`src/rtl/synth_pkg.sv`:
```
// rtl/synth_pkg.sv - shared types, constants and the voice-count scaling helper for the voice scheduler
package synth_pkg;

  localparam int NUM_NOTES_WIDTH = 5;
  localparam logic [NUM_NOTES_WIDTH-1:0] INVALID_IDX = 5'b11111;

  typedef enum logic [1:0] {
    S_IDLE  = 2'd0,
    S_ISSUE = 2'd1,
    S_DRAIN = 2'd2,
    S_DONE  = 2'd3
  } sched_state_t;

  typedef struct packed {
    logic valid;
    logic contrib;
  } slot_tag_t;

  function automatic logic [1:0] norm_shift(input logic [3:0] n);
    if (n <= 4'd1)      return 2'd0;
    else if (n == 4'd2) return 2'd1;
    else if (n <= 4'd4) return 2'd2;
    else                return 2'd3;
  endfunction

endpackage

```
`src/rtl/bram_latency_pipe.sv`:
```
// rtl/bram_latency_pipe.sv - delays per-slot tags so they line up with BRAM read data
module bram_latency_pipe
  import synth_pkg::*;
#(
  parameter int DEPTH = 2
) (
  input  logic      clk_in,
  input  logic      rst_n_in,
  input  slot_tag_t tag_in,
  output slot_tag_t tag_out
);

  slot_tag_t r_pipe [DEPTH];

  always_ff @(posedge clk_in or negedge rst_n_in) begin
    if (!rst_n_in) begin
      for (int i = 0; i < DEPTH; i++) r_pipe[i] <= '0;
    end else begin
      r_pipe[0] <= tag_in;
      for (int i = 1; i < DEPTH; i++) r_pipe[i] <= r_pipe[i-1];
    end
  end

  assign tag_out = r_pipe[DEPTH-1];

endmodule

```
`src/rtl/voice_read_scheduler.sv`:
```
// rtl/voice_read_scheduler.sv - shares one wavetable BRAM read port across voices, one mixed sample per tick
// VOICE_NORM_EN: when defined, the mixed sample is scaled down according to the voice count.
module voice_read_scheduler
  import synth_pkg::*;
#(
  parameter int ADDR_WIDTH   = 8,
  parameter int DATA_WIDTH   = 8,
  parameter int NUM_NOTES    = 24,
  parameter int NUM_VOICES   = 8,
  parameter int BRAM_LATENCY = 2
) (
  input  logic                                         clk_in,
  input  logic                                         rst_n_in,
  input  logic                                         sample_tick_in,
  input  logic [NUM_NOTES-1:0][ADDR_WIDTH-1:0]         addr_in,
  input  logic [NUM_VOICES-1:0][NUM_NOTES_WIDTH-1:0]   active_voices_idx_in,
  input  logic [3:0]                                   num_voices_in,
  output logic [ADDR_WIDTH-1:0]                        bram_addr_out,
  input  logic signed [DATA_WIDTH-1:0]                 bram_data_in,
  output logic signed [DATA_WIDTH+2:0]                 sample_out,
  output logic                                         sample_valid_out,
  output logic                                         busy_out,
  output logic                                         overrun_out
);

  localparam int SW     = DATA_WIDTH + 3;
  localparam int SLOT_W = (NUM_VOICES > 1) ? $clog2(NUM_VOICES) : 1;

  sched_state_t                               r_state;
  logic [3:0]                                 r_n;
  logic [3:0]                                 r_remaining;
  logic [SLOT_W-1:0]                          r_slot;
  logic [NUM_VOICES-1:0][NUM_NOTES_WIDTH-1:0] r_idx;
  logic signed [SW-1:0]                       r_acc;
  slot_tag_t                                  r_tag;

  slot_tag_t                  w_tag_out;
  logic [3:0]                 w_n_snap;
  logic [SLOT_W-1:0]          w_next_slot;
  logic [NUM_NOTES_WIDTH-1:0] w_sel_idx;
  logic                       w_sel_ok;
  logic [ADDR_WIDTH-1:0]      w_sel_addr;
  logic signed [SW-1:0]       w_add;
  logic signed [SW-1:0]       w_acc_next;
  logic signed [SW-1:0]       w_result;

  // Slot 0 is issued on the tick edge itself, so it reads the live index instead of the snapshot.
  always_comb begin
    w_n_snap    = (num_voices_in > 4'(NUM_VOICES)) ? 4'(NUM_VOICES) : num_voices_in;
    w_next_slot = r_slot + SLOT_W'(1);
    w_sel_idx   = (r_state == S_ISSUE) ? r_idx[w_next_slot] : active_voices_idx_in[0];
    w_sel_ok    = (w_sel_idx != INVALID_IDX) && (int'(w_sel_idx) < NUM_NOTES);
    w_sel_addr  = w_sel_ok ? addr_in[w_sel_idx] : '0;
    w_add       = (w_tag_out.valid && w_tag_out.contrib) ? SW'(bram_data_in) : '0;
    w_acc_next  = r_acc + w_add;
`ifdef VOICE_NORM_EN
    w_result    = w_acc_next >>> norm_shift(r_n);
`else
    w_result    = w_acc_next;
`endif
  end

  bram_latency_pipe #(
    .DEPTH (BRAM_LATENCY)
  ) u_pipe (
    .clk_in   (clk_in),
    .rst_n_in (rst_n_in),
    .tag_in   (r_tag),
    .tag_out  (w_tag_out)
  );

  assign busy_out = (r_state == S_ISSUE) || (r_state == S_DRAIN);

  always_ff @(posedge clk_in or negedge rst_n_in) begin
    if (!rst_n_in) begin
      r_state          <= S_IDLE;
      r_n              <= '0;
      r_remaining      <= '0;
      r_slot           <= '0;
      r_idx            <= '0;
      r_acc            <= '0;
      r_tag            <= '0;
      bram_addr_out    <= '0;
      sample_out       <= '0;
      sample_valid_out <= 1'b0;
      overrun_out      <= 1'b0;
    end else begin
      sample_valid_out <= 1'b0;
      r_tag            <= '0;
      if (w_tag_out.valid) begin
        r_acc       <= w_acc_next;
        r_remaining <= r_remaining - 4'd1;
      end
      if (sample_tick_in && busy_out) overrun_out <= 1'b1;

      case (r_state)
        S_IDLE, S_DONE: begin
          if (sample_tick_in) begin
            r_n         <= w_n_snap;
            r_remaining <= w_n_snap;
            r_idx       <= active_voices_idx_in;
            r_acc       <= '0;
            r_slot      <= '0;
            if (w_n_snap == 4'd0) begin
              sample_out       <= '0;
              sample_valid_out <= 1'b1;
              r_state          <= S_DONE;
            end else begin
              bram_addr_out <= w_sel_addr;
              r_tag         <= '{valid: 1'b1, contrib: w_sel_ok};
              r_state       <= S_ISSUE;
            end
          end else begin
            r_state <= S_IDLE;
          end
        end
        S_ISSUE: begin
          if (r_slot == SLOT_W'(r_n - 4'd1)) begin
            r_state <= S_DRAIN;
          end else begin
            r_slot        <= w_next_slot;
            bram_addr_out <= w_sel_addr;
            r_tag         <= '{valid: 1'b1, contrib: w_sel_ok};
          end
        end
        S_DRAIN: begin
          if (w_tag_out.valid && (r_remaining == 4'd1)) begin
            sample_out       <= w_result;
            sample_valid_out <= 1'b1;
            r_state          <= S_DONE;
          end
        end
        default: r_state <= S_IDLE;
      endcase
    end
  end

endmodule

```
`config.mk`:
```
export PLATFORM = sky130hd
export DESIGN_NAME = voice_read_scheduler
export DESIGN_NICKNAME = d
export VERILOG_FILES = /design/src/rtl/synth_pkg.sv /design/src/rtl/bram_latency_pipe.sv /design/src/rtl/voice_read_scheduler.sv
export SDC_FILE = /design/constraint.sdc
export NUM_CORES = 1
export LEC_CHECK = 0
export BUFFER_PORTS_ARGS = -buffer_cell sky130_fd_sc_hd__buf_2
export CAP_MARGIN = 20
export CELL_PAD_IN_SITES_DETAIL_PLACEMENT = 1
export CELL_PAD_IN_SITES_GLOBAL_PLACEMENT = 1
export CORE_MARGIN = 1.5
export CORE_UTILIZATION = 35
export DETAILED_ROUTE_END_ITERATION = 10
export GPL_ROUTABILITY_DRIVEN = 0
export PLACE_DENSITY = 0.91
export SLEW_MARGIN = 5
export SYNTH_ARGS = -nofsm -noshare
export SYNTH_HDL_FRONTEND = slang
export SYNTH_HIERARCHICAL = 1
export SYNTH_SLANG_ARGS = --single-unit
```
`constraint.sdc`:
```
create_clock -name clk_in -period 4.13 [get_ports clk_in]
set_input_delay 0.826 -clock clk_in [delete_from_list [all_inputs] [get_ports clk_in]]
set_output_delay 0.826 -clock clk_in [all_outputs]
set_load 0.02 [all_outputs]
```
==> results.tsv <==
stage	metric	value	unit
critical_path	slowest_stage	a21oi_4	
grt	top_usage_layer	met2	
cells_and_area	final_common_cell	buf_2	
floorplanning	die_width	137	um
clock_network	cts_max_level	3	
yosys	synthSimpleGateAreaFrac	0.176	
placement	place_area	7710	um2
pwr	p_int	2840	uW
grt	gr-usage-met1	0.288	
critical_path	crit_path_end_kind	flop	
clock_network	cts_resized	0	
critical_path	critPathTopFamily	compound AO/OA/AOI/OAI gates	
routing	vias	6322	
yosys	synth_area_per_cell	9.05	um2
yosys	synth_compound_area_frac	0.195	
critical_path	crit_type	flop to flop	
yosys	synth-xor-area-share	0.0236	
floorplanning	core_region_area	17400	um2
yosys	netlist_instances	690	
floorplanning	num_rows	48	
pwr	p_sw	2520	uW
yosys	synthArstFlopShare	1.00	
job	max_cap_violations	0	
sta	setup_tns	0	ps
cells_and_area	design_area	7980	um2
critical_path	reg2reg_depth	9	
grt	antenna_found_initial	3	
sta	max_slew_margin	0.368	
yosys	ys_ff_latch	90	
routing	initialDrtViolationCount	367	
clock_network	cts_buffers	9	
sta	hold_viol	0	
pwr	ir_drop	0.276	mV
clock_network	cts_tree	built	
clock_network	ctsLongestPathBuffers	2	
critical_path	cp_num_cells	9	
yosys	synthDistinctLibCells	58	
pwr	combinationalPowerShare	0.594	
yosys	synth_area_leaders	dfrtp_1, mux2i_1, nand2_1, a21oi_1, ha_1	
yosys	synthMuxAreaShare	0.159	
routing	wl_per_cell	19.9	um
grt	grt.overflow.total	0	
cells_and_area	final_cell_mix	buf_2, nand2_1, dfrtp_1	
critical_path	max_stage_delay	760	ps
cells_and_area	drive_gt1_frac	0.346	
yosys	yosys.area.top_type	dfrtp_1	
routing	vias_per_cell	5.43	
routing	drc	0	
routing	final_antenna_net_count	0	
clock_network	cts_setup_buffers	0	
placement	dpl.cell_count	1146	
grt	grt_use_met3	0.0604	
run_status	status	finished, final reports clean	
grt	grt_max_degree	72	
sta	fin_crit_sh	0.890	
pwr	sw_frac_of_total	0.471	
floorplanning	fp.dieH	137	um
critical_path	path_buf_inv	1	
sta	worstMarginPinSlew	948	ps
yosys	ys_warn_count	6	
yosys	synth_top_area_frac	0.361	
critical_path	cp_max_fo	27	
routing	first_pass_iters	5	
clock_network	cts.clk_slew.worst_paths	60	ps
critical_path	cp.arrival	3920	ps
critical_path	critPathLaunchType	flop	
worst_hold_path	min_path_cells	0	
grt	track_usage	0.245	
clock_network	clock_latency	350	ps
clock_network	cts.sinks	90	
cells_and_area	fin_cells	1164	
floorplanning	dieArea	18700	um2
sta	rsz0062_at_grt	no	
sta	max_freq	272	MHz
yosys	synth_adder_area_share	0.0373	
pwr	power_density	672	nW/um2
cells_and_area	area_growth_syn_to_layout	27.8	%
floorplanning	start_util	0.360	
yosys	synth_nets	955	
yosys	synth_top_family_by_area	compound AO/OA/AOI/OAI gates	
grt	globalRouteMet2Util	0.430	
cells_and_area	final_nets	1197	
yosys	synth_edf_count	0	
pwr	clockPowerShare	0.142	
clock_network	hold_buffers	0	
critical_path	cp_cell_sequence	ha_1 -> mux4_2 -> mux2i_1 -> a21oi_4 -> buf_4 -> a21oi_1 -> a32oi_1 -> o22ai_1 -> o41ai_2	
grt	grt_pass1_vias	6436	
critical_path	critPathRequiredTime	4380	ps
sta	maxSlewViolCount	0	
placement	io_buffers	268	
pwr	p_leak	0.00427	uW
routing	routed_wl	23.2	mm
worst_hold_path	hold_path_class	flop to flop	
grt	grt_pass1_wl	34.4	mm
clock_network	root_buffer	clkbuf_16	
sta	finalSetupViolCount	0	
yosys	synth_flop_cell	dfrtp_1	
placement	place_hpwl	18.1	mm
yosys	netlist_area	6240	um2
yosys	synth_seq_area_share	0.361	
floorplanning	ios	269	
sta	clock_skew	5.38	ps
pwr	power_frac_seq	0.264	
sta	fin_crit	3670	ps
registers in the layout, indices dropped and copies added (netlist names):
| signal | count |
|---|---|
| u_pipe/tag_out | 2 |
| sample_out | 11 |
| sample_valid_out | 1 |
| overrun_out | 1 |
| bram_addr_out | 8 |
| r_idx | 40 |
| r_acc | 11 |
| r_tag | 2 |
| r_slot | 3 |
| r_n | 3 |
| r_remaining | 4 |
| r_state | 2 |
| u_pipe/r_pipe | 2 |
stage by stage:
| stage | utilization | worst slack (ps) | power [uW] | hold WS [ps] |
|---|---|---|---|---|
| floorplan | - | 758 | 3740 | 331 |
| global placement | 0.444 | 660 | 4460 | 334 |
| detailed placement | 0.444 | 470 | 4600 | 336 |
| CTS | 0.459 | 470 | 5390 | 351 |
| global route | 0.459 | 226 | 5760 | 364 |
| finish | 0.460 | 455 | 5360 | 351 |
synth_stat cells, drive strengths merged, types with 3 or more instances:
master    n
and2      4
clkbuf   23
mux4     10
a22o      9
a221oi   10
a32oi    14
xor2      3
a21o      8
nand2   190
a22oi    23
nor3      5
mux2i    75
o22ai    10
o41ai     9
and3     10
nand3b    4
o21ai    12
a21oi    50
nand2b    5
xnor2    13
nor2     21
nand3     6
nand4     3
buf      25
inv      14
dfrtp    90
ha       17
logic make-up after synthesis:
| logic type | Yosys count |
|---|---|
| muxes | 86 |
| AOI/OAI and AO/OA | 161 |
| xor gates and xnor gates | 16 |
| and+or+nand+nor | 257 |
| buffers and inverters | 62 |
| adders and majority gates | 18 |
| DFF | 90 |
power groups by stage:
stage / registers [uW] / logic [uW] / clock network (uW)
floorplan: 1390 / 2350 / 0
global placement: 1400 / 3050 / 0
detailed placement: 1430 / 3180 / 0
CTS: 1410 / 3200 / 778
global route: 1450 / 3500 / 809
finish: 1410 / 3180 / 763
per-layer routing:
| metal | share of wire | up-vias |
|---|---|---|
| met5 | 0 | - |
| met4 | 0.033 | 0 |
| met3 | 0.077 | 43 |
| met2 | 0.50 | 263 |
| met1 | 0.39 | 3050 |
| li1 | - | 2966 |
area by class of cell:
cell class,instances,area [um2]
Antenna cell,5,12.5
Clock buffer,10,239
Clock inverter,3,18.8
Timing Repair Buffer,279,1430
Sequential cell,90,2250
Inverter,14,52.6
Tap cell,225,282
Fill cell,2102,9380
Multi-Input combinational cell,538,3700
worst paths after layout:
check | start | end | slack (ps)
setup / recovery | r_slot[1]$_DFFE_PN0P_ | bram_addr_out[6]$_DFFE_PN0P_ | 460
hold / removal | r_tag[1]$_DFF_PN0_ | u_pipe/r_pipe[3]$_DFF_PN0_ | 350
setup reg to reg | r_slot[1]$_DFFE_PN0P_ | bram_addr_out[6]$_DFFE_PN0P_ | 460
hold reg to reg | r_tag[1]$_DFF_PN0_ | u_pipe/r_pipe[3]$_DFF_PN0_ | 350
max in group asynchronous | rst_n_in | r_idx[4]$_DFFE_PN0P_ | 2700
min in group asynchronous | rst_n_in | r_idx[29]$_DFFE_PN0P_ | 590
Power figures use the tool's default switching activity.
